**src/rtl/rssi_pkg.sv**
```systemverilog
// Shared types, default widths and the sample magnitude helper for the rssi_multi
// receive-strength monitor.
package rssi_pkg;

    localparam int DEF_NUM_CH     = 4;
    localparam int DEF_ADC_W      = 12;
    localparam int DEF_OUT_W      = 16;
    localparam int DEF_RSSI_SHIFT = 5;
    localparam int DEF_OVER_SHIFT = 10;
    localparam int DEF_DWELL_W    = 8;

    typedef enum logic [1:0] {
        IDLE    = 2'd0,
        ATTACK  = 2'd1,
        ACTIVE  = 2'd2,
        RELEASE = 2'd3
    } carrier_state_t;

    // One's-complement fold of a width-bit two's-complement sample held in the LSBs;
    // the result keeps width-1 bits, so the most-negative code maps to full scale.
    function automatic logic [31:0] to_abs(input logic [31:0] sample, input int unsigned width);
        logic [31:0] mask;
        logic        sign;
        mask = (32'd1 << (width - 32'd1)) - 32'd1;
        sign = ((sample >> (width - 32'd1)) & 32'd1) != 32'd0;
        if (sign) begin
            return ~sample & mask;
        end else begin
            return sample & mask;
        end
    endfunction

endpackage

```
**src/rtl/rssi_chan.sv**
```systemverilog
// One receive channel: leaky magnitude and over-range integrators plus the carrier FSM.
// Optional peak hold is built when RSSI_PEAK_HOLD_EN is defined.
module rssi_chan
    import rssi_pkg::*;
#(
    parameter int ADC_W      = DEF_ADC_W,
    parameter int OUT_W      = DEF_OUT_W,
    parameter int RSSI_SHIFT = DEF_RSSI_SHIFT,
    parameter int OVER_SHIFT = DEF_OVER_SHIFT,
    parameter int DWELL_W    = DEF_DWELL_W
) (
    input  logic               clock,
    input  logic               reset,
    input  logic               enable,
    input  logic [ADC_W-1:0]   adc,
    input  logic [OUT_W-1:0]   on_thresh,
    input  logic [OUT_W-1:0]   off_thresh,
    input  logic [DWELL_W-1:0] dwell,
`ifdef RSSI_PEAK_HOLD_EN
    input  logic               peak_clr,
    output logic [OUT_W-1:0]   peak,
`endif
    output logic [OUT_W-1:0]   rssi,
    output logic [OUT_W-1:0]   over_count,
    output logic               carrier
);

    localparam int RACC_W = OUT_W + RSSI_SHIFT;
    localparam int OACC_W = OUT_W + OVER_SHIFT;

    logic [RACC_W-1:0]  racc_r;
    logic [RACC_W-1:0]  racc_next_s;
    logic [OACC_W-1:0]  oacc_r;
    logic [OACC_W-1:0]  oacc_next_s;
    logic [31:0]        abs_s;
    logic               over_s;
    logic               clear_s;
    logic [OUT_W-1:0]   rssi_cur_s;
    logic [OUT_W-1:0]   rssi_next_s;
    carrier_state_t     state_r;
    carrier_state_t     state_next_s;
    logic [DWELL_W-1:0] cnt_r;
    logic [DWELL_W-1:0] cnt_next_s;
    logic [DWELL_W-1:0] cnt_inc_s;
    logic [DWELL_W-1:0] dwell_last_s;
    logic               carrier_r;
    logic               carrier_next_s;

    assign clear_s     = reset | ~enable;
    assign rssi_cur_s  = racc_r[RACC_W-1 -: OUT_W];
    assign rssi_next_s = racc_next_s[RACC_W-1 -: OUT_W];

    // Integrator updates: each accumulator leaks its own top OUT_W bits every sample.
    always_comb begin
        abs_s       = to_abs({{(32-ADC_W){1'b0}}, adc}, ADC_W);
        over_s      = (adc == {1'b0, {(ADC_W-1){1'b1}}}) || (adc == {1'b1, {(ADC_W-1){1'b0}}});
        racc_next_s = racc_r + RACC_W'(abs_s) - {{RSSI_SHIFT{1'b0}}, rssi_cur_s};
        oacc_next_s = oacc_r
                    + (over_s ? {{OVER_SHIFT{1'b0}}, {OUT_W{1'b1}}} : {OACC_W{1'b0}})
                    - {{OVER_SHIFT{1'b0}}, oacc_r[OACC_W-1 -: OUT_W]};
    end

    // Dwell of 0 behaves as 1; the count is compared with >= so a dwell lowered
    // mid-count still terminates on the next compare.
    always_comb begin
        dwell_last_s = (dwell == {DWELL_W{1'b0}}) ? {DWELL_W{1'b0}} : dwell - DWELL_W'(1);
        cnt_inc_s    = (cnt_r == {DWELL_W{1'b1}}) ? cnt_r : cnt_r + DWELL_W'(1);
    end

    // Carrier FSM next state, evaluated on the registered rssi value.
    always_comb begin
        state_next_s = state_r;
        cnt_next_s   = cnt_r;
        case (state_r)
            IDLE: begin
                if (rssi_cur_s >= on_thresh) begin
                    state_next_s = ATTACK;
                    cnt_next_s   = {DWELL_W{1'b0}};
                end else begin
                    state_next_s = IDLE;
                end
            end
            ATTACK: begin
                if (rssi_cur_s < on_thresh) begin
                    state_next_s = IDLE;
                    cnt_next_s   = {DWELL_W{1'b0}};
                end else if (cnt_r >= dwell_last_s) begin
                    state_next_s = ACTIVE;
                    cnt_next_s   = {DWELL_W{1'b0}};
                end else begin
                    cnt_next_s   = cnt_inc_s;
                end
            end
            ACTIVE: begin
                if (rssi_cur_s < off_thresh) begin
                    state_next_s = RELEASE;
                    cnt_next_s   = {DWELL_W{1'b0}};
                end else begin
                    state_next_s = ACTIVE;
                end
            end
            RELEASE: begin
                if (rssi_cur_s >= off_thresh) begin
                    state_next_s = ACTIVE;
                    cnt_next_s   = {DWELL_W{1'b0}};
                end else if (cnt_r >= dwell_last_s) begin
                    state_next_s = IDLE;
                    cnt_next_s   = {DWELL_W{1'b0}};
                end else begin
                    cnt_next_s   = cnt_inc_s;
                end
            end
            default: begin
                state_next_s = IDLE;
                cnt_next_s   = {DWELL_W{1'b0}};
            end
        endcase
        carrier_next_s = (state_next_s == ACTIVE) || (state_next_s == RELEASE);
    end

    // Channel state registers; reset or a low enable abandons everything.
    always_ff @(posedge clock) begin
        if (clear_s) begin
            racc_r    <= {RACC_W{1'b0}};
            oacc_r    <= {OACC_W{1'b0}};
            state_r   <= IDLE;
            cnt_r     <= {DWELL_W{1'b0}};
            carrier_r <= 1'b0;
        end else begin
            racc_r    <= racc_next_s;
            oacc_r    <= oacc_next_s;
            state_r   <= state_next_s;
            cnt_r     <= cnt_next_s;
            carrier_r <= carrier_next_s;
        end
    end

`ifdef RSSI_PEAK_HOLD_EN
    logic [OUT_W-1:0] peak_r;

    // Peak tracks the rssi value appearing this cycle; a clear reloads from it.
    always_ff @(posedge clock) begin
        if (clear_s) begin
            peak_r <= {OUT_W{1'b0}};
        end else if (peak_clr || (rssi_next_s > peak_r)) begin
            peak_r <= rssi_next_s;
        end else begin
            peak_r <= peak_r;
        end
    end

    assign peak = peak_r;
`endif

    assign rssi       = rssi_cur_s;
    assign over_count = oacc_r[OACC_W-1 -: OUT_W];
    assign carrier    = carrier_r;

endmodule

```
**src/rtl/rssi_multi.sv**
```systemverilog
// Multi-channel RSSI / ADC over-range monitor: replicates rssi_chan and packs ports.
// Define RSSI_PEAK_HOLD_EN to add per-channel peak hold (peak_clr / peak ports).
module rssi_multi
    import rssi_pkg::*;
#(
    parameter int NUM_CH     = DEF_NUM_CH,
    parameter int ADC_W      = DEF_ADC_W,
    parameter int OUT_W      = DEF_OUT_W,
    parameter int RSSI_SHIFT = DEF_RSSI_SHIFT,
    parameter int OVER_SHIFT = DEF_OVER_SHIFT,
    parameter int DWELL_W    = DEF_DWELL_W
) (
    input  logic                    clock,
    input  logic                    reset,
    input  logic [NUM_CH-1:0]       enable,
    input  logic [NUM_CH*ADC_W-1:0] adc,
    input  logic [OUT_W-1:0]        on_thresh,
    input  logic [OUT_W-1:0]        off_thresh,
    input  logic [DWELL_W-1:0]      dwell,
`ifdef RSSI_PEAK_HOLD_EN
    input  logic [NUM_CH-1:0]       peak_clr,
    output logic [NUM_CH*OUT_W-1:0] peak,
`endif
    output logic [NUM_CH*OUT_W-1:0] rssi,
    output logic [NUM_CH*OUT_W-1:0] over_count,
    output logic [NUM_CH-1:0]       carrier
);

    for (genvar ch = 0; ch < NUM_CH; ch++) begin : g_chan
        rssi_chan #(
            .ADC_W      (ADC_W),
            .OUT_W      (OUT_W),
            .RSSI_SHIFT (RSSI_SHIFT),
            .OVER_SHIFT (OVER_SHIFT),
            .DWELL_W    (DWELL_W)
        ) u_chan (
            .clock      (clock),
            .reset      (reset),
            .enable     (enable[ch]),
            .adc        (adc[ch*ADC_W +: ADC_W]),
            .on_thresh  (on_thresh),
            .off_thresh (off_thresh),
            .dwell      (dwell),
`ifdef RSSI_PEAK_HOLD_EN
            .peak_clr   (peak_clr[ch]),
            .peak       (peak[ch*OUT_W +: OUT_W]),
`endif
            .rssi       (rssi[ch*OUT_W +: OUT_W]),
            .over_count (over_count[ch*OUT_W +: OUT_W]),
            .carrier    (carrier[ch])
        );
    end

endmodule

```
**config.mk**
```make
export PLATFORM = sky130hd
export DESIGN_NAME = rssi_multi
export DESIGN_NICKNAME = d
export VERILOG_FILES = /design/src/rtl/rssi_pkg.sv /design/src/rtl/rssi_chan.sv /design/src/rtl/rssi_multi.sv
export SDC_FILE = /design/constraint.sdc
export NUM_CORES = 1
export LEC_CHECK = 0
export BUFFER_PORTS_ARGS = -buffer_cell sky130_fd_sc_hd__buf_2
export CAP_MARGIN = 0
export CORE_UTILIZATION = 45
export DETAILED_ROUTE_END_ITERATION = 8
export HOLD_SLACK_MARGIN = 0.12
export MAX_ROUTING_LAYER = met4
export PLACE_DENSITY = 0.7
export SLEW_MARGIN = 20
export SYNTH_ARGS = -nofsm -noshare
export SYNTH_HDL_FRONTEND = slang
export SYNTH_SLANG_ARGS = --single-unit
```
**constraint.sdc**
```tcl
create_clock -name clock -period 16.3 [get_ports clock]
set_input_delay 3.26 -clock clock [delete_from_list [all_inputs] [get_ports clock]]
set_output_delay 3.26 -clock clock [all_outputs]
set_load 0.03 [all_outputs]
```
==> Yosys cells after proc, flatten, opt, wreduce, memory -nomap -nowiden <==
Cells that the tools add are included.
{ "totals": {"register_bits": 232, "wordCells": 195, "inputBits": 94, "output_inout_bits": 132} }
{ "classes": {"reduce_logical": 17, "eq_ne": 40, "magnitude_cmp": 20, "add_sub_neg": 21, "bitwise_logic": 12, "n_mux": 65} }
{ "ops": {"columns": ["op", "count"], "rows": [
  ["2-to-1 mux 8 bit", 25],
  ["greater-or-equal comparator 16 bit", 8],
  ["less-than comparator 16 bit", 8],
  ["case mux 8 bit (4 select lines)", 4],
  ["adder 26 bit", 4],
  ["subtractor 26 x 16 -> 26 bit", 4],
  ["adder 21 bit", 4],
  ["subtractor 21 x 16 -> 21 bit", 4],
  ["2-to-1 mux 16 bit", 4],
  ["equality test 12 x 11 -> 1 bit, second input constant", 4],
  ["equality test 12 bit, second input constant", 4],
  ["2-to-1 mux 11 bit", 4],
  ["NOT 11 bit", 4],
  ["adder 8 x 1 -> 8 bit, second input constant", 4],
  ["equality test 2 bit, second input constant", 16],
  ["equality test 8 bit, second input constant", 4],
  ["greater-or-equal comparator 8 bit", 4],
  ["2-to-1 mux 2 bit", 16],
  ["case mux 2 bit (4 select lines)", 4],
  ["!= test 2 x 1 -> 1 bit, second input constant", 8],
  ["equality test 2 x 1 -> 1 bit, second input constant", 4],
  ["zero test 2 bit", 4],
  ["zero test 8 bit", 1],
  ["logical OR 1 bit", 8],
  ["other kinds (5)", 21]
]} }

==> Logic depth before layout (Yosys ltp) <==
Gate-level depths: netlist of run 1.
{ "logic_depth": {"word_depth": 8, "ltp_mapped": 17, "depth_no_buf": 17} }

==> Cells and area by module <==
Synthesis of run 1 repeated with hierarchy kept, for this count alone.
{ "unflattened": {"hier_cells": 3163, "hier_area_um2": 25633.3} }
{ "modules_own_cells": {"columns": ["module", "area_per_inst_um2", "cells_each", "seq_area_each_um2", "n_inst"], "rows": [
  ["rssi_chan at g_chan[2].u_chan", 6488.7, 794, 1161.1, 1],
  ["rssi_chan at g_chan[1].u_chan", 6419.9, 794, 1161.1, 1],
  ["rssi_chan at g_chan[0].u_chan", 6394.9, 799, 1161.1, 1],
  ["rssi_chan at g_chan[3].u_chan", 6329.8, 776, 1161.1, 1]
]} }

==> Least setup slack after synthesis of run 1 <==
OpenSTA, ideal clock, no wires.
{ "synth_path": {"kind": "input to register", "from": "input adc[47]", "to": "register g_chan[3].u_chan.oacc_r[25]", "arrival_time_ns": 8.379, "n_path_buf": 1, "path_slack_ns": 7.794, "path_stages": 16, "t_required_ns": 16.173, "setup_ns": 0.127, "cell_sequence": "buf_1 inv_1 ha_1 nand4_1 o31ai_1 fa_1 ha_1 a211oi_2 o21ai_1 a31o_1 o21ai_2 a21oi_2 a41o_1 o31a_1 and4_4 or3_1"} }
{ "synth_between": {"elab_chain_len": 5, "elab_cells_between_ends": 6, "classes_between": "2 x add/sub; 2 x eq/ne; 1 x mux; 1 x reduce/logical"} }
{ "synth_lines": {"columns": ["item", "line", "text"], "rows": [
  ["start: declaration", "rssi_multi.sv:16", "input logic [NUM_CH*ADC_W-1:0] adc,"],
  ["equality test 12 x 11 -> 1 bit / equality test 12 bit (equally long branches)", "rssi_chan.sv:56", "over_s = (adc == {1'b0, {(ADC_W-1){1'b1}}}) || (adc == {1'b1, {(ADC_W-1){1'b0}}});"],
  ["logical OR 1 bit (*)", "rssi_chan.sv:56", null],
  ["2-to-1 mux 16 bit (*)", "rssi_chan.sv:59", "+ (over_s ? {{OVER_SHIFT{1'b0}}, {OUT_W{1'b1}}} : {OACC_W{1'b0}})"],
  ["adder 26 bit (*)", "rssi_chan.sv:59", null],
  ["subtractor 26 x 16 -> 26 bit (*)", "rssi_chan.sv:60", "- {{OVER_SHIFT{1'b0}}, oacc_r[OACC_W-1 -: OUT_W]};"],
  ["end signal: assignment", "rssi_chan.sv:125", "oacc_r <= {OACC_W{1'b0}};"],
  ["end signal: assignment", "rssi_chan.sv:131", "oacc_r <= oacc_next_s;"],
  ["end: declaration", "rssi_chan.sv:33", "logic [OACC_W-1:0] oacc_r;"]
]} }
Every way passes the cells marked *; elsewhere a longest branch is shown, timed or not.
A chain may end at the register's enable or synchronous reset.

==> Worst setup path after layout of run 1 <==
{ "layout_path": {"from": "input adc[23]", "to": "register g_chan[1].u_chan.oacc_r[21]"} }
{ "layout_between": {"elab_chain_len": 5, "elab_cells_between_ends": 6, "classes_between": "2 x add/sub; 2 x eq/ne; 1 x mux; 1 x reduce/logical"} }
{ "layout_lines": {"columns": ["item", "line"], "rows": [
  ["equality test 12 x 11 -> 1 bit / equality test 12 bit (equally long branches)", "rssi_chan.sv:56"],
  ["logical OR 1 bit (*)", "rssi_chan.sv:56"],
  ["2-to-1 mux 16 bit (*)", "rssi_chan.sv:59"],
  ["adder 26 bit (*)", "rssi_chan.sv:59"],
  ["subtractor 26 x 16 -> 26 bit (*)", "rssi_chan.sv:60"],
  ["end signal: assignment", "rssi_chan.sv:125"],
  ["end signal: assignment", "rssi_chan.sv:131"],
  ["end: declaration", "rssi_chan.sv:33"]
]} }
Marked as above.

==> results of run 1 <==
-- metal layers --
metal | wire (um) | GRT usage | up-vias
li1 | - | - | 9628
met1 | 28000 | 0.307 | 9221
met2 | 28200 | 0.391 | 525
met3 | 3730 | 0.0388 | 121
met4 | 1680 | 0.0704 | 0
met5 | 0 | - | -
-- critical path, stage by stage --
cell	delay (ns)
buf_2	0.20
inv_1	0.09
ha_1	0.13
nand4_1	0.14
o31ai_4	0.91
fa_1	0.58
ha_1	0.31
a21oi_1	0.19
o211ai_1	0.15
or4_1	0.46
a31oi_2	0.28
o21ai_1	0.20
a2111oi_2	0.52
o31ai_1	0.16
xnor2_1	0.16
nor2_1	0.05
-- path summary, 6_finish.rpt --
kind | cells past startpoint | from | slack (ns) | endpoint
worst max register to register | 13 | g_chan[0].u_chan.racc_r[6]$_SDFF_PP0_ | 12.48 | g_chan[0].u_chan.racc_r[20]$_SDFF_PP0_
worst min register to register | 1 | g_chan[2].u_chan.state_r[0]$_SDFF_PP0_ | 0.48 | g_chan[2].u_chan.state_r[0]$_SDFF_PP0_
worst min-delay path | 1 | g_chan[2].u_chan.state_r[0]$_SDFF_PP0_ | 0.48 | g_chan[2].u_chan.state_r[0]$_SDFF_PP0_
worst max-delay path | 16 | adc[23] | 8.96 | g_chan[1].u_chan.oacc_r[21]$_SDFF_PP0_
-- sequential cells by signal (all words and copies together), names as in the netlist --
name and flops:
g_chan.u_chan.cnt_r 32, g_chan.u_chan.carrier 4, g_chan.u_chan.racc_r 84, g_chan.u_chan.oacc_r 104, g_chan.u_chan.state_r 8
-- power breakdown --
group / internal (uW) / leakage, uW / switching, uW
Clock: 395 / 0.000477 / 272
Combinational: 1810 / 0.00960 / 2460
Sequential: 737 / 0.00190 / 226
Total: 2950 / 0.0120 / 2950
-- area by class of cell --
class / count / area [sq um]
antenna: 4 / 10.0
clock buffer: 45 / 908
clock inverter: 5 / 53.8
fill: 4815 / 25400
inverter: 263 / 987
multi-input combinational: 2039 / 16500
sequential: 232 / 4640
tap: 672 / 841
timing repair buffer: 233 / 1190
-- cell families (layout without fill, tap and decap cells) --
kind of cell / after synthesis / count (layout) / share of synthesized area
other: 0 / 4 / 0
adder cells (fa/ha/maj): 489 / 489 / 0.299
flip-flops: 232 / 232 / 0.201
AND/OR/NAND/NOR: 746 / 746 / 0.163
XOR/XNOR: 177 / 177 / 0.0669
buffers and inverters: 428 / 546 / 0.0909
AO/OA/AOI/OAI: 617 / 617 / 0.176
multiplexers: 10 / 10 / 0.00438
-- metrics by stage --
| step | total power, uW | utilization |
|---|---|---|
| 4_1_cts | 5900 | 0.497 |
| 3_5_place_dp | 5190 | 0.478 |
| 5_1_grt | 6530 | 0.497 |
| 6_report | 5900 | 0.497 |
| 2_1_floorplan | 4430 | - |
| 3_3_place_gp | 5060 | 0.478 |
-- cells in the final DEF, fill, tap and decap left out, types with 64 or more instances in the layout --
| master | n |
|---|---|
| nand2_1 | 81 |
| dfxtp_1 | 232 |
| fa_1 | 108 |
| buf_2 | 225 |
| nor2_1 | 241 |
| o21ai_1 | 64 |
| inv_1 | 262 |
| a21o_1 | 103 |
| nor3_1 | 81 |
| xnor2_1 | 66 |
| a21oi_1 | 160 |
| xor2_1 | 111 |
| ha_1 | 381 |
==> impl_metrics.yaml, run 1 <==
run_status:
  status: "completed"
floorplan:
  die-area_sq_um: 52400
  ios: 226
  dieHeight_um: 229
  coreArea_sq_um: 50500
  start_util: 0.459
  rows: 82
  die_x_um: 229
timing:
  finalMaxSlewViolations: 0
  finalHoldViolCount: 0
  worst_pin_slew_ns: 1.05
  post-route-min-period_ns: 7.34
  fmax_mhz: 136
  rsz0062_at_grt: "false"
  setup_viol: 0
  slew_headroom: 0.297
  timing.setup.tns_ns: 0
  hold_ws_ns: 0.485
  worst_slack_ns: 8.96
  fin_skew_ns: 0.0295
  fin_crit_sh: 0.450
synth:
  yosysSeqAreaShare: 0.201
  yosysTopAreaCellShare: 0.206
  synth_edf_count: 0
  synth_common_cells: "381 x ha_1, 262 x inv_1, 241 x nor2_1, 232 x dfxtp_1, 160 x a21oi_1"
  ys_warn_count: 0
  syn-num-nets: 3282
  synth-async-reset-ratio: 0
  syn-cell-area_sq_um: 23200
  synth_top_flop_cell: "dfxtp_1"
  yosysTopAreaCell: "ha_1"
  synth.distinct_cells: 84
  synth_area_leaders: "ha_1 21%, dfxtp_1 20%, fa_1 9.3%, buf_4 4.3%, inv_1 4.2%"
  synth_cells: 2699
  avgSynthCellArea_sq_um: 8.58
  yosysMostFrequentCell: "ha_1"
  ys_ff_latch: 232
route:
  vias: 19500
  drc_errors: 0
  first_iter_violations: 1123
  routed_via_density: 5.58
  first_pass_iters: 7
  ant_nets: 0
  routed_wl_um: 61600
  wl_per_cell_um: 17.6
grt:
  grt_overflow: 0
  grt_max_degree: 51
  grtUsageTotal: 0.241
  antenna_found_initial: 4
  grt_pass1_wl_um: 99900
  first_global_vias: 19600
power_and_ir_drop:
  power_density_nw_per_um2: 235
  ir_worst_vdd_mv: 0.113
  leakagePower_uw: 0.0120
layout:
  areaGrowthSynthToFinish_pct: 8.38
  fin_cells: 3493
  drive_above_1_share: 0.108
  nets: 3383
  fin_area_sq_um: 25100
clock_tree:
  h-tree-depth: 1
  numCtsBuffers: 31
  clk_latency_ns: 0.59
  ctsResizeCount: 0
  postCtsSetupRepairBufs: 0
  clock_sinks: 232
  clock_path_buffers: 3
  clk_pin_slew_ns: 0.06
  cts_tree: "yes"
  ctsRootBufferMaster: "clkbuf_16"
  postCtsHoldBufs: 0
placement:
  routabilityCongestion: 0.898
  dp_slack_ns: 8.32
  placedCellCount: 3439
  placed_area_sq_um: 24100
  numPortBuffers: 225
  place_hpwl_um: 48200
worst_hold_path:
  hp-class: "reg2reg"
setup_path:
  end_kind: "flip-flop"
  cp-start-kind: "input port"
  cp_data_arrival_time_ns: 7.80
  critical_path_required_ns: 16.76
  crit_path_max_fanout: 16
  crit_type: "in2reg"
job:
  drv_cap: 0
(Power assumes the default switching activity.)
==> inputs of run 2 (changes only) <==
- PLACE_DENSITY: 0.7 -> 0.73
- clock period: 16.3 -> 6.35 ns (I/O delays scaled with it)
==> impl_metrics.yaml, run 2 (synthesis results as in run 1) <==
run_status:
  status: "completed"
floorplan:
  die-area_sq_um: 52400
  coreArea_sq_um: 50500
  dieHeight_um: 229
  die_x_um: 229
  start_util: 0.459
  rows: 82
  ios: 226
layout:
  largest_reg_flops: 104
  drive_above_1_share: 0.110
  final_common_cell: "ha_1"
  largest-register: "g_chan.u_chan.oacc_r"
  diodes: 0
  largestRegisters: "g_chan.u_chan.oacc_r x104, g_chan.u_chan.racc_r x84, g_chan.u_chan.cnt_r x32"
  final_cell_mix: "381 x ha_1, 262 x inv_1, 241 x nor2_1, 232 x dfxtp_1, 225 x buf_2"
  fillers: 4875
  areaGrowthSynthToFinish_pct: 8.73
  fin_area_sq_um: 25200
  nets: 3384
setup_path:
  r2r_cells: 13
  critical_path_required_ns: 6.82
  cp_data_arrival_time_ns: 5.82
  crit_path_max_fanout: 12
  end_kind: "flip-flop"
  rrSetupSlack_ns: 2.48
  crit_type: "in2reg"
  cp-start-kind: "input port"
timing:
  finalHoldViolCount: 0
  fin_crit_sh: 0.843
  slew_headroom: 0.292
  worst_pin_slew_ns: 1.06
  post-route-min-period_ns: 5.35
  rsz0062_at_grt: "false"
  fin_skew_ns: 0.0140
  finalMaxSlewViolations: 0
  setup_viol: 0
  fmax_mhz: 187
  timing.setup.tns_ns: 0
route:
  routed_wl_um: 58800
  met2WireLength_um: 26000
  top_layer: "met4"
  first_pass_iters: 5
  routed_via_density: 5.44
  drc_errors: 0
  met3_wirelength_um: 3620
  wl_met1_um: 27700
  wl_per_cell_um: 16.8
  ant_nets: 0
  vias: 19000
  first_iter_violations: 1045
clock_tree:
  cts_tree: "yes"
  ctsRootBufferMaster: "clkbuf_16"
  postCtsSetupRepairBufs: 0
  ctsResizeCount: 0
  postCtsHoldBufs: 0
  clk_pin_slew_ns: 0.06
  clock_path_buffers: 3
  h-tree-depth: 1
  clk_latency_ns: 0.59
  clock_sinks: 232
  numCtsBuffers: 31
power_and_ir_drop:
  p_int_uw: 7650
  leakagePower_uw: 0.0120
  seqPwrFrac: 0.163
  p_switching_uw: 7500
  p_clk_frac: 0.120
  p_sw_frac: 0.495
  combPwrFrac: 0.717
  ir_worst_vdd_mv: 0.348
  power_density_nw_per_um2: 602
worst_hold_path:
  holdPathStages: 1
  hp-class: "reg2reg"
grt:
  grtUsageTotal: 0.229
  grt_pass1_wl_um: 94400
  first_global_vias: 18300
  antenna_found_initial: 0
  grt_overflow: 0
  grt_max_degree: 51
job:
  drv_cap: 0
placement:
  placed_area_sq_um: 24100
  numPortBuffers: 225
  routabilityCongestion: 0.941
  place_hpwl_um: 46400
-- run 2: worst max-delay path, stage by stage --
cell and delay, ns:
buf_2 0.20, inv_1 0.08, ha_1 0.14, nand4_1 0.11, o31ai_2 0.88, buf_4 0.34, fa_1 0.44, ha_1 0.35
o21ai_1 0.22, o21ai_1 0.11, a31o_1 0.25, o21ai_2 0.20, a21oi_2 0.12, a41o_1 0.28, o31a_1 0.28, and4_4 0.19
or3_1 0.36
-- run 2: area by class of cell --
class / instances / area, sq um / share of cell area
clock buffer: 47 / 956 / 0.0380
clock inverter: 7 / 88.8 / 0.00353
inverter: 263 / 987 / 0.0392
multi-input combinational: 2039 / 16500 / 0.654
sequential: 232 / 4640 / 0.184
tap: 672 / 841 / 0.0334
timing repair buffer: 234 / 1190 / 0.0474
-- run 2: worst paths after layout --
check,to,startpoint
min reg2reg,g_chan[2].u_chan.state_r[0]$_SDFF_PP0_,g_chan[2].u_chan.state_r[0]$_SDFF_PP0_
min,g_chan[2].u_chan.state_r[0]$_SDFF_PP0_,g_chan[2].u_chan.state_r[0]$_SDFF_PP0_
max reg2reg,g_chan[0].u_chan.racc_r[20]$_SDFF_PP0_,g_chan[0].u_chan.racc_r[6]$_SDFF_PP0_
max,g_chan[3].u_chan.oacc_r[25]$_SDFF_PP0_,adc[47]
-- run 2: through the flow --
step	util	worst slack, ns	cells	power (uW)	hold WS (ns)
5_1_grt	0.499	0.736	3494	16700	0.499
2_1_floorplan	-	0.0395	2699	11400	0.439
3_5_place_dp	0.478	0.398	3440	13200	0.462
6_report	0.499	0.998	3494	15200	0.473
4_1_cts	0.499	0.999	3494	15200	0.472
3_3_place_gp	0.478	0.470	3440	13100	0.461
-- run 2: power by group through the flow --
stage,clock [uW],sequential [uW],combinational [uW]
2_1_floorplan,0,2250,9130
5_1_grt,1920,2530,12300
4_1_cts,1860,2480,10800
3_5_place_dp,0,2500,10700
6_report,1820,2460,10900
3_3_place_gp,0,2510,10600
-- run 2: routing by layer --
metal	GRT usage	vias up
li1	-	9636
met1	0.306	8813
met2	0.358	489
met3	0.0362	86
met4	0.0579	0
met5	-	-
==> inputs of run 3 (changes only) <==
- clock period: 6.35 -> 4.4 ns (I/O delays scaled with it)
==> impl_metrics.yaml, run 3 (synthesis results as in run 1) <==
power_and_ir_drop:
  ir_worst_vdd_mv: 0.408
  leakagePower_uw: 0.0127
  p_total_uw: 23500
  power_density_nw_per_um2: 888
floorplan:
  coreArea_sq_um: 50500
  start_util: 0.459
  rows: 82
  ios: 226
  die-area_sq_um: 52400
  dieHeight_um: 229
  die_x_um: 229
route:
  first_iter_violations: 1127
  vias: 20100
  routed_wl_um: 63800
  routed_via_density: 5.54
  ant_nets: 0
  drc_errors: 0
  wl_met1_um: 29200
  top_layer: "met4"
  met2WireLength_um: 29100
  met3_wirelength_um: 3370
  first_pass_iters: 5
  wl_per_cell_um: 17.6
timing:
  fin_crit_sh: 0.927
  setup_viol: 0
  fmax_mhz: 245
  slew_headroom: 0.529
  finalMaxSlewViolations: 0
  worst_pin_slew_ns: 0.698
  finalHoldViolCount: 0
  rsz0062_at_grt: "false"
  worst_slack_ns: 0.320
  post-route-min-period_ns: 4.08
  fin_skew_ns: 0.0103
layout:
  nets: 3517
  drive_above_1_share: 0.158
  final_cell_mix: "374 x ha_1, 259 x inv_1, 241 x nor2_1, 232 x dfxtp_1, 225 x buf_2"
  areaGrowthSynthToFinish_pct: 14.0
  final_common_cell: "ha_1"
  largest_reg_flops: 104
  fin_util: 0.523
  fin_area_sq_um: 26400
  largest-register: "g_chan.u_chan.oacc_r"
  fin_cells: 3631
  largestRegisters: "g_chan.u_chan.oacc_r x104, g_chan.u_chan.racc_r x84, g_chan.u_chan.cnt_r x32"
setup_path:
  crit_path_max_fanout: 5
  crit_buf_inv: 2
  crit_type: "in2reg"
  end_kind: "flip-flop"
  crit_slowest_cell: "fa_1"
  critical_path_required_ns: 4.86
  cp-start-kind: "input port"
  worstSetupPathDepth: 16
  max_stage_delay_ns: 0.54
  crit_family: "compound AO/OA/AOI/OAI gates"
  r2r_cells: 12
  cp_data_arrival_time_ns: 4.54
  path_cells: "buf_2 -> inv_4 -> ha_4 -> nand4_1 -> o31ai_4 -> fa_1 -> ha_1 -> a21oi_2 -> o211ai_1 -> or4_4 -> a31oi_4 -> o21ai_4 -> a2111oi_4 -> o31ai_1 -> xnor2_1 -> nor2_1"
grt:
  first_global_vias: 20400
  grt_max_degree: 48
  grtUsageTotal: 0.249
  grt_overflow: 0
  antenna_found_initial: 2
  grt_pass1_wl_um: 103000
clock_tree:
  postCtsHoldBufs: 0
  ctsRootBufferMaster: "clkbuf_16"
  clk_pin_slew_ns: 0.06
  h-tree-depth: 1
  clock_sinks: 232
  clock_path_buffers: 3
  clk_latency_ns: 0.59
  cts_tree: "yes"
  numCtsBuffers: 31
worst_hold_path:
  holdPathStages: 1
  hp-class: "reg2reg"
placement:
  placedCellCount: 3573
  place_hpwl_um: 51100
  placed_area_sq_um: 25400
  dp_slack_ns: -0.291
  numPortBuffers: 225
  routabilityCongestion: 0.935
job:
  drv_cap: 0
run_status:
  status: "completed"
run 3: routing by layer:
layer  GRT usage  up-vias
met2       0.403      528
met4      0.0798        0
met5           -        -
li1            -     9893
met3      0.0317      127
met1       0.321     9578
run 3: final timing paths:
kind / from / end / slack, ns
setup / recovery: adc[23] / g_chan[1].u_chan.oacc_r[19]$_SDFF_PP0_ / 0.32
hold / removal: g_chan[2].u_chan.state_r[0]$_SDFF_PP0_ / g_chan[2].u_chan.state_r[0]$_SDFF_PP0_ / 0.50
setup reg to reg: g_chan[3].u_chan.racc_r[7]$_SDFF_PP0_ / g_chan[3].u_chan.racc_r[14]$_SDFF_PP0_ / 0.66
hold reg to reg: g_chan[2].u_chan.state_r[0]$_SDFF_PP0_ / g_chan[2].u_chan.state_r[0]$_SDFF_PP0_ / 0.50
run 3: final cells by class:
type | count | area [sq um]
fillers | 4654 | 24100
multi-input cells | 2039 | 16700
flip-flops and latches | 232 | 4640
repair buffers | 367 | 2230
inverters | 263 | 995
clock buffers | 49 | 933
well taps | 672 | 841
clock inverters | 7 | 66.3
diodes | 2 | 5.00
run 3: what timing repair did:
action	4_1_cts	5_1_grt
endpoints found under the setup margin	0	2
gates resized for setup	0	1
endpoints found under the hold margin	0	0
setup buffers	0	0
run 3: stage by stage:
step                      setup TNS (ns)  hold slack (ns)
after floorplan                    -2.22            0.439
after global placement             -1.37            0.468
after detailed placement           -3.04            0.480
after CTS                              0            0.491
after global routing                   0            0.501
final                                  0            0.497
run 3: power breakdown:
part	internal (uW)	total, uW	switching, uW
registers	2730	3530	804
clock network	1500	2530	1030
logic	7840	17400	9560
